File: config.mk
export PLATFORM = sky130hd
export DESIGN_NAME = mem_seq
export DESIGN_NICKNAME = d
export VERILOG_FILES = /design/src/rtl/mem_seq_pkg.sv /design/src/rtl/mem_seq_lane.sv /design/src/rtl/mem_seq.sv
export SDC_FILE = /design/constraint.sdc
export NUM_CORES = 1
export LEC_CHECK = 0
export BUFFER_PORTS_ARGS = -buffer_cell sky130_fd_sc_hd__buf_2
export CORE_MARGIN = 2
export CORE_UTILIZATION = 55
export DETAILED_ROUTE_END_ITERATION = 10
export PLACE_DENSITY = 0.95
export SKIP_LAST_GASP = 1
export SLEW_MARGIN = 20
export SYNTH_ARGS = -nofsm -noshare
export SYNTH_HDL_FRONTEND = slang
export SYNTH_SLANG_ARGS = --single-unit
File: constraint.sdc
create_clock -name clk -period 4.71 [get_ports clk]
set_input_delay 0.2355 -clock clk [delete_from_list [all_inputs] [get_ports clk]]
set_output_delay 0.2355 -clock clk [all_outputs]
set_load 0.05 [all_outputs]
File: src/rtl/mem_seq_pkg.sv
// Shared op codes, FSM states and decode helpers for the load/store sequencer.
package mem_seq_pkg;

  localparam logic [2:0] LB_MOP = 3'b000;
  localparam logic [2:0] LH_MOP = 3'b001;
  localparam logic [2:0] LW_MOP = 3'b010;
  localparam logic [2:0] SB_MOP = 3'b100;
  localparam logic [2:0] SH_MOP = 3'b101;
  localparam logic [2:0] SW_MOP = 3'b110;

  typedef enum logic [1:0] {
    IDLE = 2'd0,
    RD   = 2'd1,
    WR   = 2'd2,
    FIN  = 2'd3
  } state_e;

  function automatic logic is_load(input logic [2:0] op);
    return (op == LB_MOP) || (op == LH_MOP) || (op == LW_MOP);
  endfunction

  // Unknown op codes report as a fault so the control FSM never hangs on them.
  function automatic logic is_fault(input logic [2:0] op, input logic [1:0] a);
    logic f;
    case (op)
      LB_MOP, SB_MOP: f = 1'b0;
      LH_MOP, SH_MOP: f = a[0];
      LW_MOP, SW_MOP: f = (a != 2'b00);
      default:        f = 1'b1;
    endcase
    return f;
  endfunction

endpackage

File: src/rtl/mem_seq_lane.sv
// Byte/half lane steering: sign-extended load extraction and store lane merge.
module mem_lane
  import mem_seq_pkg::*;
(
  input  logic [31:0] word,
  input  logic [1:0]  addr_lo,
  input  logic [2:0]  op,
  input  logic [31:0] store_data,
  output logic [31:0] load_ext,
  output logic [31:0] store_word
);

  logic [7:0]  lane_b;
  logic [15:0] lane_h;

  always_comb begin
    lane_b     = word[{addr_lo, 3'b000} +: 8];
    lane_h     = word[{addr_lo[1], 4'b0000} +: 16];
    load_ext   = word;
    store_word = word;
    case (op)
      LB_MOP:  load_ext = {{24{lane_b[7]}}, lane_b};
      LH_MOP:  load_ext = {{16{lane_h[15]}}, lane_h};
      SB_MOP:  store_word[{addr_lo, 3'b000} +: 8] = store_data[7:0];
      SH_MOP:  store_word[{addr_lo[1], 4'b0000} +: 16] = store_data[15:0];
      SW_MOP:  store_word = store_data;
      default: ;
    endcase
  end

endmodule

File: src/rtl/mem_seq.sv
// Load/store sequencer: runs one memory op per start, including RMW for sub-word stores.
module mem_seq
  import mem_seq_pkg::*;
#(
  parameter int MEM_LAT = 3
) (
  input  logic        clk,
  input  logic        reset,
  input  logic        start,
  input  logic [2:0]  op,
  input  logic [31:0] addr,
  input  logic [31:0] store_data,
  input  logic [31:0] mem_rdata,
  output logic [31:0] mem_addr,
  output logic        mem_wr,
  output logic [31:0] mem_wdata,
  output logic [31:0] load_data,
  output logic        load_valid,
  output logic        busy,
  output logic        done,
  output logic        misalign
);

  localparam int            CW       = (MEM_LAT > 1) ? $clog2(MEM_LAT) : 1;
  localparam logic [CW-1:0] CNT_LAST = CW'(MEM_LAT - 1);

  state_e      state_q, state_d;
  logic [CW-1:0] cnt_q, cnt_d;
  logic [2:0]  op_q, op_d;
  logic [1:0]  alo_q, alo_d;
  logic [31:0] sdata_q, sdata_d;
  logic [31:0] mem_addr_q, mem_addr_d;
  logic        mem_wr_q, mem_wr_d;
  logic [31:0] mem_wdata_q, mem_wdata_d;
  logic [31:0] load_data_q, load_data_d;
  logic        load_valid_q, load_valid_d;
  logic        busy_q, busy_d;
  logic        done_q, done_d;
  logic        misalign_q, misalign_d;

  logic [31:0] lane_load;
  logic [31:0] lane_store;

  mem_lane u_lane (
    .word       (mem_rdata),
    .addr_lo    (alo_q),
    .op         (op_q),
    .store_data (sdata_q),
    .load_ext   (lane_load),
    .store_word (lane_store)
  );

  // Outputs are registered, so each transition loads the values the next state presents.
  always_comb begin
    state_d      = state_q;
    cnt_d        = cnt_q;
    op_d         = op_q;
    alo_d        = alo_q;
    sdata_d      = sdata_q;
    mem_addr_d   = mem_addr_q;
    mem_wdata_d  = mem_wdata_q;
    load_data_d  = load_data_q;
    busy_d       = busy_q;
    mem_wr_d     = 1'b0;
    load_valid_d = 1'b0;
    done_d       = 1'b0;
    misalign_d   = 1'b0;
    case (state_q)
      IDLE: begin
        busy_d = 1'b0;
        if (start) begin
          op_d       = op;
          alo_d      = addr[1:0];
          sdata_d    = store_data;
          mem_addr_d = {addr[31:2], 2'b00};
          busy_d     = 1'b1;
          cnt_d      = '0;
          if (is_fault(op, addr[1:0])) begin
            state_d    = FIN;
            done_d     = 1'b1;
            misalign_d = 1'b1;
          end else if (op == SW_MOP) begin
            state_d     = WR;
            mem_wr_d    = 1'b1;
            mem_wdata_d = store_data;
          end else begin
            state_d = RD;
          end
        end
      end
      RD: begin
        cnt_d = cnt_q + 1'b1;
        if (cnt_q == CNT_LAST) begin
          if (is_load(op_q)) begin
            state_d      = FIN;
            done_d       = 1'b1;
            load_valid_d = 1'b1;
            load_data_d  = lane_load;
          end else begin
            state_d     = WR;
            mem_wr_d    = 1'b1;
            mem_wdata_d = lane_store;
          end
        end
      end
      WR: begin
        state_d = FIN;
        done_d  = 1'b1;
      end
      FIN: begin
        state_d = IDLE;
        busy_d  = 1'b0;
      end
      default: state_d = IDLE;
    endcase
  end

  always_ff @(posedge clk or negedge reset) begin
    if (!reset) begin
      state_q      <= IDLE;
      cnt_q        <= '0;
      op_q         <= '0;
      alo_q        <= '0;
      sdata_q      <= '0;
      mem_addr_q   <= '0;
      mem_wr_q     <= 1'b0;
      mem_wdata_q  <= '0;
      load_data_q  <= '0;
      load_valid_q <= 1'b0;
      busy_q       <= 1'b0;
      done_q       <= 1'b0;
      misalign_q   <= 1'b0;
    end else begin
      state_q      <= state_d;
      cnt_q        <= cnt_d;
      op_q         <= op_d;
      alo_q        <= alo_d;
      sdata_q      <= sdata_d;
      mem_addr_q   <= mem_addr_d;
      mem_wr_q     <= mem_wr_d;
      mem_wdata_q  <= mem_wdata_d;
      load_data_q  <= load_data_d;
      load_valid_q <= load_valid_d;
      busy_q       <= busy_d;
      done_q       <= done_d;
      misalign_q   <= misalign_d;
    end
  end

  assign mem_addr   = mem_addr_q;
  assign mem_wr     = mem_wr_q;
  assign mem_wdata  = mem_wdata_q;
  assign load_data  = load_data_q;
  assign load_valid = load_valid_q;
  assign busy       = busy_q;
  assign done       = done_q;
  assign misalign   = misalign_q;

endmodule
==> reports/summary.md <==
The worst register-to-register path has a depth of 8. The largest total area in the synthesized netlist belongs to sky130_fd_sc_hd__dfrtp_1. The run gives 15.5 mm as the final HPWL from detailed placement. In this run, synthesis produced a sequential element count of 140. The floorplan step defined a die boundary enclosing 0.0139 mm². The H-tree depth reported by CTS came out at 4. The cell chosen for the clock root is sky130_fd_sc_hd__clkbuf_16.

In this run the post-CTS setup repair buffer count came out at 0. Dividing the detail-routed wire length by the instance count gives 21.6 µm. For this run, design rule violations remaining after detail routing come to 0. STA classifies the critical path startpoint as a flop.

Share of post-route cells with drive strength above 1: 0.374. For the worst setup path, the data arrival time is 3480 ps. STA classifies the critical path endpoint as a flop. The critical path's top delay family is buffers and inverters.

The die extent in y works out to 118 µm. The maximum net fanout on the critical path is 52, and the worst voltage drop across the vdd grid is 605 µV. The simple-gate area share of the yosys netlist works out to 0.111.

The final cycle utilization of the critical path was 0.687; the quantity of I/O buffers inserted on ports was 200. Sorting the synthesized cells by how often they occur yields sky130_fd_sc_hd__dfrtp_1 (140), sky130_fd_sc_hd__mux2_2 (68), sky130_fd_sc_hd__o31ai_1 (59), sky130_fd_sc_hd__nor2_1 (51), sky130_fd_sc_hd__clkbuf_1 (34). The run gives 8 as the detailed-router iteration count before antenna repair. Synthesis instantiated 58 different standard cells from the library. The logs give 940 for the number of inserted filler cells in the final layout and 140 for the number of clock sinks. The final route contains 6579 vias.

Across the whole layout, storage elements account for 0.00350 mm². The analysis attributes to cell leakage a power of 4.08 nW. Yosys attributes the largest share of cell area to sky130_fd_sc_hd__dfrtp_1 (49%), sky130_fd_sc_hd__mux2_2 (11%), sky130_fd_sc_hd__o31ai_1 (6.2%). A synthesized cell averages 10.7 µm².

Adding up every negative setup slack in the final design gives 0 ps. Dominant register cell in the synthesized netlist: sky130_fd_sc_hd__dfrtp_1. Setup clock skew after layout: 7.59 ps. Using the TritonRoute via totals, the vias-per-cell ratio works out to 6.45. The clock input transition at the sequential cells of the worst setup and hold paths was 50 ps; the width of the die was 118 µm. After synthesis the cells add up to 0.00713 mm². Deepest clock path buffer count: 2. The endpoint with the worst hold slack is mem_addr[5]$_DFFE_PN0P_. Setup violations remaining at the end of the flow were counted as 0. The most numerous cell on the critical path is sky130_fd_sc_hd__buf_4. Once detail routing completed, the nets flagged for antenna violations numbered 0. In this run, CTS created clock tree buffers numbering 17. The share of Yosys cell area claimed by the top area cell type was 0.491; the number of buffers added to fix hold violations after cts was 1.

The share of the synthesized area in compound gates (AO/OA/AOI/OAI) works out to 0.213. The part of the Yosys area used for sequential elements is 0.491. The initial antenna violation count came out at 1. TritonCTS built the clock tree. The setup check on the worst reg-to-reg path leaves a slack of 1470 ps.

For the number of design-rule violations left by the first detailed-router iteration, the log shows 923. The largest family of logic cells by synthesized area is compound AO/OA/AOI/OAI gates. The number of rows created at floorplan was 41. The power density normalized to cell area came out at 918 mW/mm². The share of flip-flops with an asynchronous set or reset after synthesis was 1.00. Setup repair after global routing left no endpoint under its margin.

The max-slew headroom at the worst pin is 0.374. The number of gates resized after CTS was 0. The hold path depth was 2; the adder-cell share of the synthesized area was 0.0175.

The maximum single-stage delay on the critical path was 660 ps. The number of pins with negative max-slew slack in the final report was 0. The slowest stage of the critical path belongs to the cell sky130_fd_sc_hd__clkinv_1. The total area inside the core boundary comes to 0.0126 mm². For the pin with the worst max-slew slack, the measured transition is 940 ps.

The parity-gate share of the synthesized area counting xor and xnor cells was 0; the final weighted congestion in routability-driven placement was 0.946. The routed wire length was 22.1 mm. The min-delay analysis places its worst path in the category in2reg.

The post-layout minimum cycle time is 3240 ps. The worst register-to-register path begins at state_q[1]$_DFFE_PN0P_. For the worst-skew pair, the clock arrives at the later sink with an insertion delay of 430 ps. Summed over all layers, the global routing overflow is 0. The run finished with clean final reports. Starting utilization of the core area: 0.565. Timing would allow up to 0.309 GHz.

The run gives 34.0 mm as the global-route wire length before repair. For this run, the post-layout net count is 948. Hold is met by 34.4 ps. The path type of the worst setup path is reg2reg. Count of buffer and inverter cells on the critical path: 4.

The area growth from synthesis to layout is 22.7%. The mux contribution to synthesized area was 0.117; the largest net degree at the start of global routing was 92. Summing all multi-input logic gate instances after layout gives 0.00330 mm². Worst hold path startpoint: addr[5].

Cell count after synthesis: 669. Traced cell by cell, the critical path runs through inv_1 > ha_2 > buf_4 > nand3_1 > buf_4 > clkinv_1 > o2111ai_2 > o311ai_0. The number of synthesis warnings is 0. The most common cell in the synthesized netlist is sky130_fd_sc_hd__dfrtp_1.

The tools report the overall track demand over capacity in global routing as 0.316. Yosys mapped a number of flops with a built-in enable equal to 0. For this design the top-level I/O count stands at 203. In this run the critical register-to-register path is captured at load_data[21]$_DFFE_PN0P_. Max-cap violations in this run came to 0. The final-report hold violation count is 0. Data on the critical path is required at its endpoint by 4960 ps.

The via count of the first global-routing pass was 6232.
[cell type report]
cell class / instances / share of cell area
Inverter: 23 / 0.00986
Timing Repair Buffer: 207 / 0.121
Tap cell: 172 / 0.0246
Clock buffer: 24 / 0.0573
Multi-Input combinational cell: 447 / 0.377
Sequential cell: 140 / 0.400
Clock inverter: 6 / 0.00972
Antenna cell: 1 / 0.000286
[worst max path at each step]
| stage | from | endpoint | slack, ps | cells after the start |
|---|---|---|---|---|
| after floorplan | alo_q[1]$_DFFE_PN0P_ | mem_wdata[30]$_DFFE_PN0P_ | 2210 | 9 |
| after global placement | state_q[0]$_DFFE_PN0P_ | mem_wdata[0]$_DFFE_PN0P_ | 1570 | 6 |
| after detailed placement | state_q[1]$_DFFE_PN0P_ | mem_wdata[1]$_DFFE_PN0P_ | 1380 | 6 |
| after CTS | state_q[0]$_DFFE_PN0P_ | mem_wdata[21]$_DFFE_PN0P_ | 1320 | 6 |
| after global routing | op_q[0]$_DFFE_PN0P_ | load_data[21]$_DFFE_PN0P_ | 1290 | 6 |
| final | state_q[1]$_DFFE_PN0P_ | load_data[21]$_DFFE_PN0P_ | 1470 | 8 |
[per-layer routing]
layer | vias up | track usage | wire length (µm)
li1 | 2832 | - | -
met1 | 3120 | 0.420 | 8390
met2 | 525 | 0.476 | 9870
met3 | 102 | 0.0940 | 2800
met4 | 0 | 0.148 | 998
met5 | - | 0 | 0
[through the flow]
stage           util  total power, mW  area [µm²]  setup slack (ps)  std cells
2_1_floorplan      -             5.58        7140              2210        670
3_3_place_gp   0.645             6.48        8140              1570        988
3_5_place_dp   0.645             6.62        8140              1380        988
4_1_cts        0.692             7.98        8740              1320       1019
5_1_grt        0.694             8.39        8750              1290       1020
6_report       0.694             8.04        8750              1470       1020
[cell families (layout without fill, tap and decap cells)]
group                      after synthesis  in the layout
AOI/OAI and AO/OA                      205            205
adders and majority gates               10             10
buffers and inverters                   83            260
DFF                                    140            140
muxes                                   73             73
other                                    1              3
and+or+nand+nor                        157            157
[placed cells by master, fill, tap and decap left out, types with 16 or more instances in the layout]
cell / Yosys / layout
sky130_fd_sc_hd__a221oi_1: 24 / 24
sky130_fd_sc_hd__a21oi_1: 23 / 23
sky130_fd_sc_hd__a22o_1: 16 / 16
sky130_fd_sc_hd__mux2_2: 68 / 68
sky130_fd_sc_hd__dfrtp_1: 140 / 140
sky130_fd_sc_hd__nand3_1: 29 / 29
sky130_fd_sc_hd__clkbuf_16: 0 / 17
sky130_fd_sc_hd__inv_1: 21 / 21
sky130_fd_sc_hd__nand2_1: 30 / 29
sky130_fd_sc_hd__nor2_1: 51 / 51
sky130_fd_sc_hd__buf_2: 8 / 199
sky130_fd_sc_hd__o21ai_0: 24 / 24
sky130_fd_sc_hd__o31ai_1: 59 / 59
[registers in the layout, indices dropped and copies added (netlist names)]
name        flops
sdata_q        32
cnt_q           2
op_q            3
misalign        1
mem_wr          1
load_valid      1
state_q         2
alo_q           2
busy            1
mem_addr       30
mem_wdata      32
done            1
load_data      32
[power breakdown]
group	internal [mW]	switching, mW
clock network	0.841	0.503
logic	1.30	3.04
registers	1.81	0.540
total	3.96	4.08
Note: power is estimated with default switching activity, not from simulation.
